`config.mk`:
```
export PLATFORM = sky130hd
export DESIGN_NAME = addsub_pipe
export DESIGN_NICKNAME = d
export VERILOG_FILES = /design/src/rtl/addsub_pipe.sv
export SDC_FILE = /design/constraint.sdc
export NUM_CORES = 1
export LEC_CHECK = 0
export BUFFER_PORTS_ARGS = -buffer_cell sky130_fd_sc_hd__buf_4
export CAP_MARGIN = 20
export CORE_MARGIN = 2
export CORE_UTILIZATION = 53
export CTS_BUF_LIST = sky130_fd_sc_hd__clkbuf_8
export DETAILED_ROUTE_END_ITERATION = 7
export PLACE_DENSITY = 0.9
export SLEW_MARGIN = 10
export SYNTH_ARGS = -nofsm -noshare
export SYNTH_HDL_FRONTEND = slang
export SYNTH_SLANG_ARGS = --single-unit
```
`constraint.sdc`:
```
create_clock -name clk -period 2.96 [get_ports clk]
set_input_delay 0 -clock clk [delete_from_list [all_inputs] [get_ports clk]]
set_output_delay 0 -clock clk [all_outputs]
set_load 0.05 [all_outputs]
```
`src/rtl/addsub_pipe.sv`:
```
// addsub_pipe: two-stage valid/ready add/subtract pipeline with carry chaining.
// S0 holds the operand beat; the adder works combinationally from S0; S1 holds
// the result. Optional signed saturation is enabled by defining ADDSUB_PIPE_SAT_EN.
module addsub_pipe #(
    parameter int unsigned WIDTH = 4
) (
    input  logic             clk,
    input  logic             rst,
    input  logic [WIDTH-1:0] a_in,
    input  logic [WIDTH-1:0] b_in,
    input  logic [1:0]       op_in,
    input  logic             sat_in,
    input  logic             in_valid,
    output logic             in_ready,
    output logic             out_valid,
    input  logic             out_ready,
    output logic [WIDTH-1:0] y_out,
    output logic             cout_out,
    output logic             ovf_out,
    output logic             ovf_sticky,
    input  logic             clr_sticky
);

    localparam int unsigned W1  = WIDTH + 1;
    localparam int unsigned MSB = WIDTH - 1;

    // Stage 0 operand registers
    logic             s0_valid;
    logic [WIDTH-1:0] s0_a;
    logic [WIDTH-1:0] s0_b;
    logic [1:0]       s0_op;

    // Carry from the most recent result loaded into S1, feeds ops 10/11
    logic             carry_q;

    // Datapath intermediates
    logic             sub;
    logic             cin;
    logic [WIDTH-1:0] b_eff;
    logic [WIDTH:0]   sum;
    logic [WIDTH-1:0] y_raw;
    logic             cout_raw;
    logic             ovf_raw;
    logic [WIDTH-1:0] y_next;

    // Handshake: S1 advances when it is empty or being drained
    logic s1_load;

    assign s1_load  = s0_valid && (!out_valid || out_ready);
    assign in_ready = !s0_valid || !out_valid || out_ready;

`ifdef ADDSUB_PIPE_SAT_EN
    logic s0_sat;

    // Capture saturation request alongside the operands
    always_ff @(posedge clk) begin
        if (rst) begin
            s0_sat <= 1'b0;
        end else if (in_ready && in_valid) begin
            s0_sat <= sat_in;
        end
    end
`else
    logic unused_sat;
    assign unused_sat = sat_in;
`endif

    // Operand stage: accept a new beat whenever S0 is free or moving on
    always_ff @(posedge clk) begin
        if (rst) begin
            s0_valid <= 1'b0;
            s0_a     <= '0;
            s0_b     <= '0;
            s0_op    <= 2'b00;
        end else if (in_ready) begin
            s0_valid <= in_valid;
            if (in_valid) begin
                s0_a  <= a_in;
                s0_b  <= b_in;
                s0_op <= op_in;
            end
        end
    end

    // Adder: A + (B ^ sub) + cin, overflow taken from the unsaturated sum
    always_comb begin
        sub = s0_op[0];
        cin = 1'b0;
        case (s0_op)
            2'b00:   cin = 1'b0;
            2'b01:   cin = 1'b1;
            default: cin = carry_q;
        endcase
        b_eff    = s0_b ^ {WIDTH{sub}};
        sum      = W1'(s0_a) + W1'(b_eff) + W1'(cin);
        y_raw    = sum[WIDTH-1:0];
        cout_raw = sum[WIDTH];
        ovf_raw  = (s0_a[MSB] & b_eff[MSB] & ~y_raw[MSB]) |
                   (~s0_a[MSB] & ~b_eff[MSB] & y_raw[MSB]);
        y_next   = y_raw;
`ifdef ADDSUB_PIPE_SAT_EN
        if (s0_sat && ovf_raw) begin
            y_next = s0_a[MSB] ? {1'b1, {(WIDTH-1){1'b0}}}
                               : {1'b0, {(WIDTH-1){1'b1}}};
        end
`endif
    end

    // Result stage: load from S0, otherwise hold until the consumer takes it
    always_ff @(posedge clk) begin
        if (rst) begin
            out_valid <= 1'b0;
            y_out     <= '0;
            cout_out  <= 1'b0;
            ovf_out   <= 1'b0;
            carry_q   <= 1'b0;
        end else if (s1_load) begin
            out_valid <= 1'b1;
            y_out     <= y_next;
            cout_out  <= cout_raw;
            ovf_out   <= ovf_raw;
            carry_q   <= cout_raw;
        end else if (out_ready) begin
            out_valid <= 1'b0;
        end
    end

    // Sticky overflow: set on delivery of an overflowing result, set wins over clear
    always_ff @(posedge clk) begin
        if (rst) begin
            ovf_sticky <= 1'b0;
        end else begin
            ovf_sticky <= (out_valid && out_ready && ovf_out) ||
                          (ovf_sticky && !clr_sticky);
        end
    end

endmodule

```
==> results of run 1 <==
==> worst min-delay path, cell delays in order <==
cell and delay [ps]:
buf_4 110, nand3_1 50, a21oi_1 50
==> worst paths after layout <==
check        cells past startpoint     start       end  slack [ps]
min                              3   a_in[2]   s0_a[2]           1
max                              6  s0_op[1]   carry_q         700
max reg2reg                      6  s0_op[1]   carry_q         700
min reg2reg                      2  y_out[1]  y_out[1]         460
==> cells in the mapped netlist <==
| master | count |
|---|---|
| a211oi_1 | 3 |
| a21o_1 | 2 |
| a21oi_1 | 16 |
| and2_4 | 1 |
| buf_1 | 1 |
| buf_2 | 1 |
| buf_6 | 1 |
| clkbuf_1 | 3 |
| dfxtp_1 | 19 |
| fa_1 | 2 |
| ha_1 | 4 |
| inv_1 | 4 |
| mux2_2 | 1 |
| nand2_1 | 16 |
| nand2b_1 | 3 |
| nand3_1 | 11 |
| nand3b_1 | 2 |
| nor2_1 | 4 |
| nor2b_1 | 1 |
| nor3_1 | 1 |
| nor4_1 | 1 |
| o211a_1 | 1 |
| o31ai_1 | 1 |
| or2_2 | 1 |
| xnor2_1 | 1 |
| xor2_1 | 5 |
==> cell type report <==
cell class	count	area (sq um)	share of cell area [%]
repair buffers	25	193	16.9
clock buffers	3	41.3	3.63
flip-flops and latches	19	380	33.4
well taps	16	20.0	1.76
multi-input cells	77	485	42.6
clock inverters	1	3.75	0.330
inverters	4	15.0	1.32
==> sequential cells by signal (all words and copies together) (netlist names) <==
name,flops
carry_q,1
out_valid,1
ovf_out,1
ovf_sticky,1
s0_a,4
s0_b,4
s0_op,2
s0_valid,1
y_out,4
==> logic make-up (layout without fill, tap and decap cells) <==
kind of cell             Yosys count  in the layout  synth area share [%]
AO/OA/AOI/OAI                     23             23                  14.8
XOR/XNOR                           6              6                  5.76
adder cells (fa/ha/maj)            6              6                  9.88
buffers and inverters             10             33                  5.07
flip-flops                        19             19                  41.7
multiplexers                       1              1                  1.23
AND/OR/NAND/NOR                   41             41                  21.5
==> metrics by stage <==
stage / cells / instance area (sq um) / power, mW / utilization (%)
after floorplan: 106 / 912 / 0.375 / -
after global placement: 139 / 1070 / 0.406 / 68.9
after detailed placement: 139 / 1070 / 0.412 / 68.9
after CTS: 145 / 1140 / 0.590 / 73.0
after global routing: 145 / 1140 / 0.616 / 73.0
final: 145 / 1140 / 0.590 / 73.0
==> routing by layer <==
layer	up-vias	GRT usage, %
met2	26	35.5
met3	5	7.14
met4	0	7.06
met1	382	29.4
li1	404	-
met5	-	0
==> report_power, final <==
part	switching [mW]	internal, mW
registers	0.0122	0.271
logic	0.0733	0.0542
clock network	0.0867	0.0924
total	0.172	0.418
==> timing repair <==
action / CTS / global route
hold endpoints to repair: 2 / 0
hold buffers: 2 / 0
gates resized for setup: 0 / 0
==> results.py, run 1 <==
metrics = {
    "die": {
        "dieWidth_um": 45.5,
        "rows": 14,
        "floorplan.core_area_sq_um": 1560,
        "die_y_um": 45.5,
        "dieArea_sq_um": 2070,
        "start_util_pct": 58.5,
        "ios": 25,
    },
    "critical_path": {
        "crit_type": "register to register",
        "endpoint_kind": "register",
        "cpPeakStageDelay_ps": 420,
        "critical_path_arrival_ps": 2410,
        "crit_top_cell": "fa_1",
        "path_max_fanout": 2,
        "start_kind": "register",
        "cpLargestDelayFamily": "adder cells",
        "cp_data_required_time_ps": 3100,
        "path_cells": "mux2_2, fa_1, fa_1, a21o_1, a211oi_1, nor3_1",
        "cp_slowest_cell": "fa_1",
        "path_buf_inv": 0,
    },
    "min_path": {
        "hold_class": "input pin to register",
    },
    "detailed_routing": {
        "vias": 817,
        "route.met2.wl_um": 935,
        "drt_wl_total_mm": 1.89,
        "wl_met1_um": 818,
        "dr_wl_met3_um": 113,
        "drt_first_iter_violations": 15,
        "drc_errors": 0,
        "highest_layer": "met4",
        "drtAntennaViolNets": 0,
        "wl_per_cell_um": 13.0,
        "first_pass_iters": 4,
        "vias_per_cell": 5.63,
    },
    "job": {
        "drv_cap": 0,
    },
    "final_layout": {
        "antennaDiodeCount": 0,
        "final_common_cell": "buf_4",
        "drive_gt1_share_pct": 22.5,
        "n_fill_cell": 133,
        "nNetsFinal": 152,
        "mostFrequentLayoutCells": "23 x buf_4, 19 x dfxtp_1, 16 x nand2_1, 16 x a21oi_1, 11 x nand3_1",
        "syn_to_final_growth_pct": 24.8,
    },
    "global_route": {
        "antenna_found_initial": 0,
        "grt_first_pass_wirelength_mm": 3.36,
        "grt_max_degree": 21,
        "grt-ovfl-total": 0,
        "grt_pass1_vias": 794,
        "gr-usage-all-layers_pct": 22.6,
    },
    "synth": {
        "synth_nets": 128,
        "syn_avg_cell_area_sq_um": 8.60,
        "yosysTopAreaCell": "dfxtp_1",
        "netlist_area_sq_um": 912,
        "postSynthCellCount": 106,
        "ys_ff_latch": 19,
        "yosysUniqueCellTypes": 26,
        "yosysTopAreaCellShare_pct": 41.7,
        "yosysWarningCount": 0,
        "ys_seq_area_share_pct": 41.7,
        "netlist_top_cells_area": "dfxtp_1 42%, a21oi_1 8.8%, nand2_1 6.6%",
    },
    "clock_network": {
        "cts.sinks": 19,
        "root_buffer": "clkbuf_8",
        "clkTransAtPathRegs_ps": 70,
        "cts_tree": "done",
        "clockBufferDepth": 2,
        "cts_made_buffers": 3,
        "post_cts_buffers": 0,
        "htreeDepth": 1,
        "clk_latency_ps": 260,
    },
    "sta": {
        "fin_hold_ws_ps": 1.09,
        "setup_viol": 0,
        "max_slew_margin_pct": 68.5,
        "grt_setup_unrepaired": "false",
        "tns_ps": 0,
        "slew_violations": 0,
        "worst_slack_ps": 697,
        "finalHoldViolations": 0,
        "min_period_over_period_pct": 76.4,
        "skew_ps": 1.95,
        "tightest_slew_ps": 471,
        "max_freq_mhz": 442,
        "finalCriticalPeriod_ps": 2260,
    },
    "placed_design": {
        "port_buffers": 23,
        "hpwl_mm": 1.31,
        "place_congestion": 0.743,
        "dpl_worst_slack_ps": 824,
    },
    "power_and_ir_drop": {
        "p_leak_nw": 0.533,
        "powerDensity_nw_per_um2": 518,
        "ir_worst_vdd_uv": 333,
    },
    "outcome": {
        "status": "finished clean",
    },
}
Note: power is estimated with default switching activity, not from simulation.
==> run 2, diff against run 1 <==
clock period = 2.2 ns   (was 2.96 ns; I/O delays follow)
==> run 2 against run 1 <==
Against the previous run:
- fmax grew 8.7%
- clock skew is essentially flat
- die area is the same
- worst setup slack lost 580 ps
- non-clock buffer count is the same
- power grew 34%
- sequential cell count is the same
==> results.py, run 2 (synthesized netlist as in run 1, its figures left out) <==
metrics = {
    "placed_design": {
        "port_buffers": 23,
        "place_congestion": 0.776,
        "dp_cells": 141,
        "hpwl_mm": 1.45,
    },
    "power_and_ir_drop": {
        "power.share.sequential_pct": 48.0,
        "power.internal_mw": 0.562,
        "power.switching_mw": 0.229,
        "pwr-share-clk_pct": 29.6,
        "p_leak_nw": 0.532,
        "swShare_pct": 29.0,
        "ir_worst_vdd_uv": 490,
        "powerDensity_nw_per_um2": 697,
        "p_comb_share_pct": 22.4,
    },
    "critical_path": {
        "cp_slowest_cell": "fa_1",
        "endpoint_kind": "register",
        "cpPeakStageDelay_ps": 400,
        "path_max_fanout": 2,
        "timing.rr.end": "carry_q",
        "crit_type": "register to register",
        "path_cells": "mux2_2, fa_1, fa_2, a21o_1, a211oi_1, nor3_1",
        "r2r-start": "s0_op[1]",
        "cp_data_required_time_ps": 2340,
        "rrSetupSlack_ps": 120,
        "start_kind": "register",
        "rr_worst_depth": 6,
        "critical_path_arrival_ps": 2220,
    },
    "global_route": {
        "grt-ovfl-total": 0,
        "gr-usage-all-layers_pct": 22.2,
        "grt_max_degree": 21,
        "grt_pass1_vias": 784,
        "grt_first_pass_wirelength_mm": 3.32,
        "antenna_found_initial": 0,
    },
    "clock_network": {
        "clk_latency_ps": 250,
        "post_cts_buffers": 0,
        "htreeDepth": 1,
        "cts_tree": "done",
        "root_buffer": "clkbuf_8",
        "clockBufferDepth": 2,
        "cts.sinks": 19,
        "cts_made_buffers": 3,
        "clkTransAtPathRegs_ps": 70,
    },
    "sta": {
        "finalCriticalPeriod_ps": 2080,
        "tightest_slew_ps": 325,
        "skew_ps": 1.85,
        "slew_violations": 0,
        "grt_setup_unrepaired": "false",
        "min_period_over_period_pct": 94.6,
        "finalHoldViolations": 0,
        "max_slew_margin_pct": 78.3,
        "tns_ps": 0,
        "setup_viol": 0,
        "max_freq_mhz": 480,
    },
    "final_layout": {
        "antennaDiodeCount": 0,
        "finalCoreUtilization_pct": 72.9,
        "final_common_cell": "buf_4",
        "finalNonFillerCells": 145,
        "mostFrequentLayoutCells": "25 x buf_4, 19 x dfxtp_1, 16 x nand2_1, 16 x a21oi_1, 11 x nand3_1",
        "nNetsFinal": 152,
        "drive_gt1_share_pct": 24.8,
        "syn_to_final_growth_pct": 24.6,
        "largestRegisters": "s0_a: 4 flops, s0_b: 4 flops, y_out: 4 flops",
        "n_fill_cell": 122,
    },
    "detailed_routing": {
        "vias": 852,
        "drc_errors": 0,
        "drt_wl_total_mm": 2.05,
        "vias_per_cell": 5.88,
        "drtAntennaViolNets": 0,
        "wl_per_cell_um": 14.1,
        "first_pass_iters": 5,
        "drt_first_iter_violations": 24,
    },
    "die": {
        "ios": 25,
        "rows": 14,
        "die_y_um": 45.5,
        "start_util_pct": 58.5,
        "floorplan.core_area_sq_um": 1560,
        "dieArea_sq_um": 2070,
        "dieWidth_um": 45.5,
    },
    "job": {
        "drv_cap": 0,
    },
    "outcome": {
        "status": "finished clean",
    },
    "min_path": {
        "hold_path_startpoint": "clr_sticky",
        "min_delay_path_depth": 3,
        "min_to": "ovf_sticky",
        "hold_class": "input pin to register",
    },
}
[run 2: cell types whose count changed in the layout (fill, tap and decap cells not counted)]
cell	before	now
dlygate4sd3_1	2	0
fa_2	0	1
fa_1	2	1
buf_4	23	25
[run 2: how the worst max path moves through the flow]
stage	slack (ps)	from	endpoint	cells after the start
3_3_place_gp	150	s0_op[1]	carry_q	6
5_1_grt	30	s0_op[1]	carry_q	6
6_report	120	s0_op[1]	carry_q	6
2_1_floorplan	10	carry_q	carry_q	6
3_5_place_dp	60	s0_op[1]	carry_q	6
4_1_cts	60	s0_op[1]	carry_q	6
[run 2: final cells by class]
class                      count  area [sq um]  share of cell area [%]
clock inverter                 1          3.75                   0.330
timing repair buffer          25           188                    16.5
multi-input combinational     77           488                    43.0
clock buffer                   3          41.3                    3.63
sequential                    19           380                    33.5
tap                           16          20.0                    1.76
inverter                       4          15.0                    1.32
[run 2: critical path, delay by kind of cell (launching register included)]
| family | cells | cell delay (ps) |
|---|---|---|
| fa+ha+maj | 2 | 780 |
| compound gates | 2 | 430 |
| flops | 1 | 340 |
| mux | 1 | 340 |
| simple gates | 1 | 80 |
[run 2: per-stage QoR]
stage	area, sq um	hold slack, ps	total power, mW	setup WS (ps)
finish	1140	5.83	0.792	118
global route	1140	17.2	0.823	27.6
CTS	1130	8.29	0.789	56.4
detailed placement	1090	272	0.560	64.4
global placement	1090	264	0.550	150
floorplan	912	147	0.505	11.7
[run 2: what timing repair did]
item / CTS / global route
resized for setup: 0 / 1
hold buffers: 0 / 0
setup endpoints to repair: 0 / 1
[run 2: routing by layer]
metal	GRT usage (%)	up-vias	wire (um)
li1	-	405	-
met1	26.7	398	823
met2	36.9	41	1010
met3	4.76	8	154
met4	11.2	0	59
met5	0	-	0
[run 2: power by group through the flow]
stage          sequential, mW  combinational [mW]  clock, mW
3_3_place_gp            0.386               0.164          0
4_1_cts                 0.380               0.176      0.233
5_1_grt                 0.382               0.194      0.247
3_5_place_dp            0.388               0.172          0
6_report                0.380               0.177      0.234
2_1_floorplan           0.416              0.0887          0
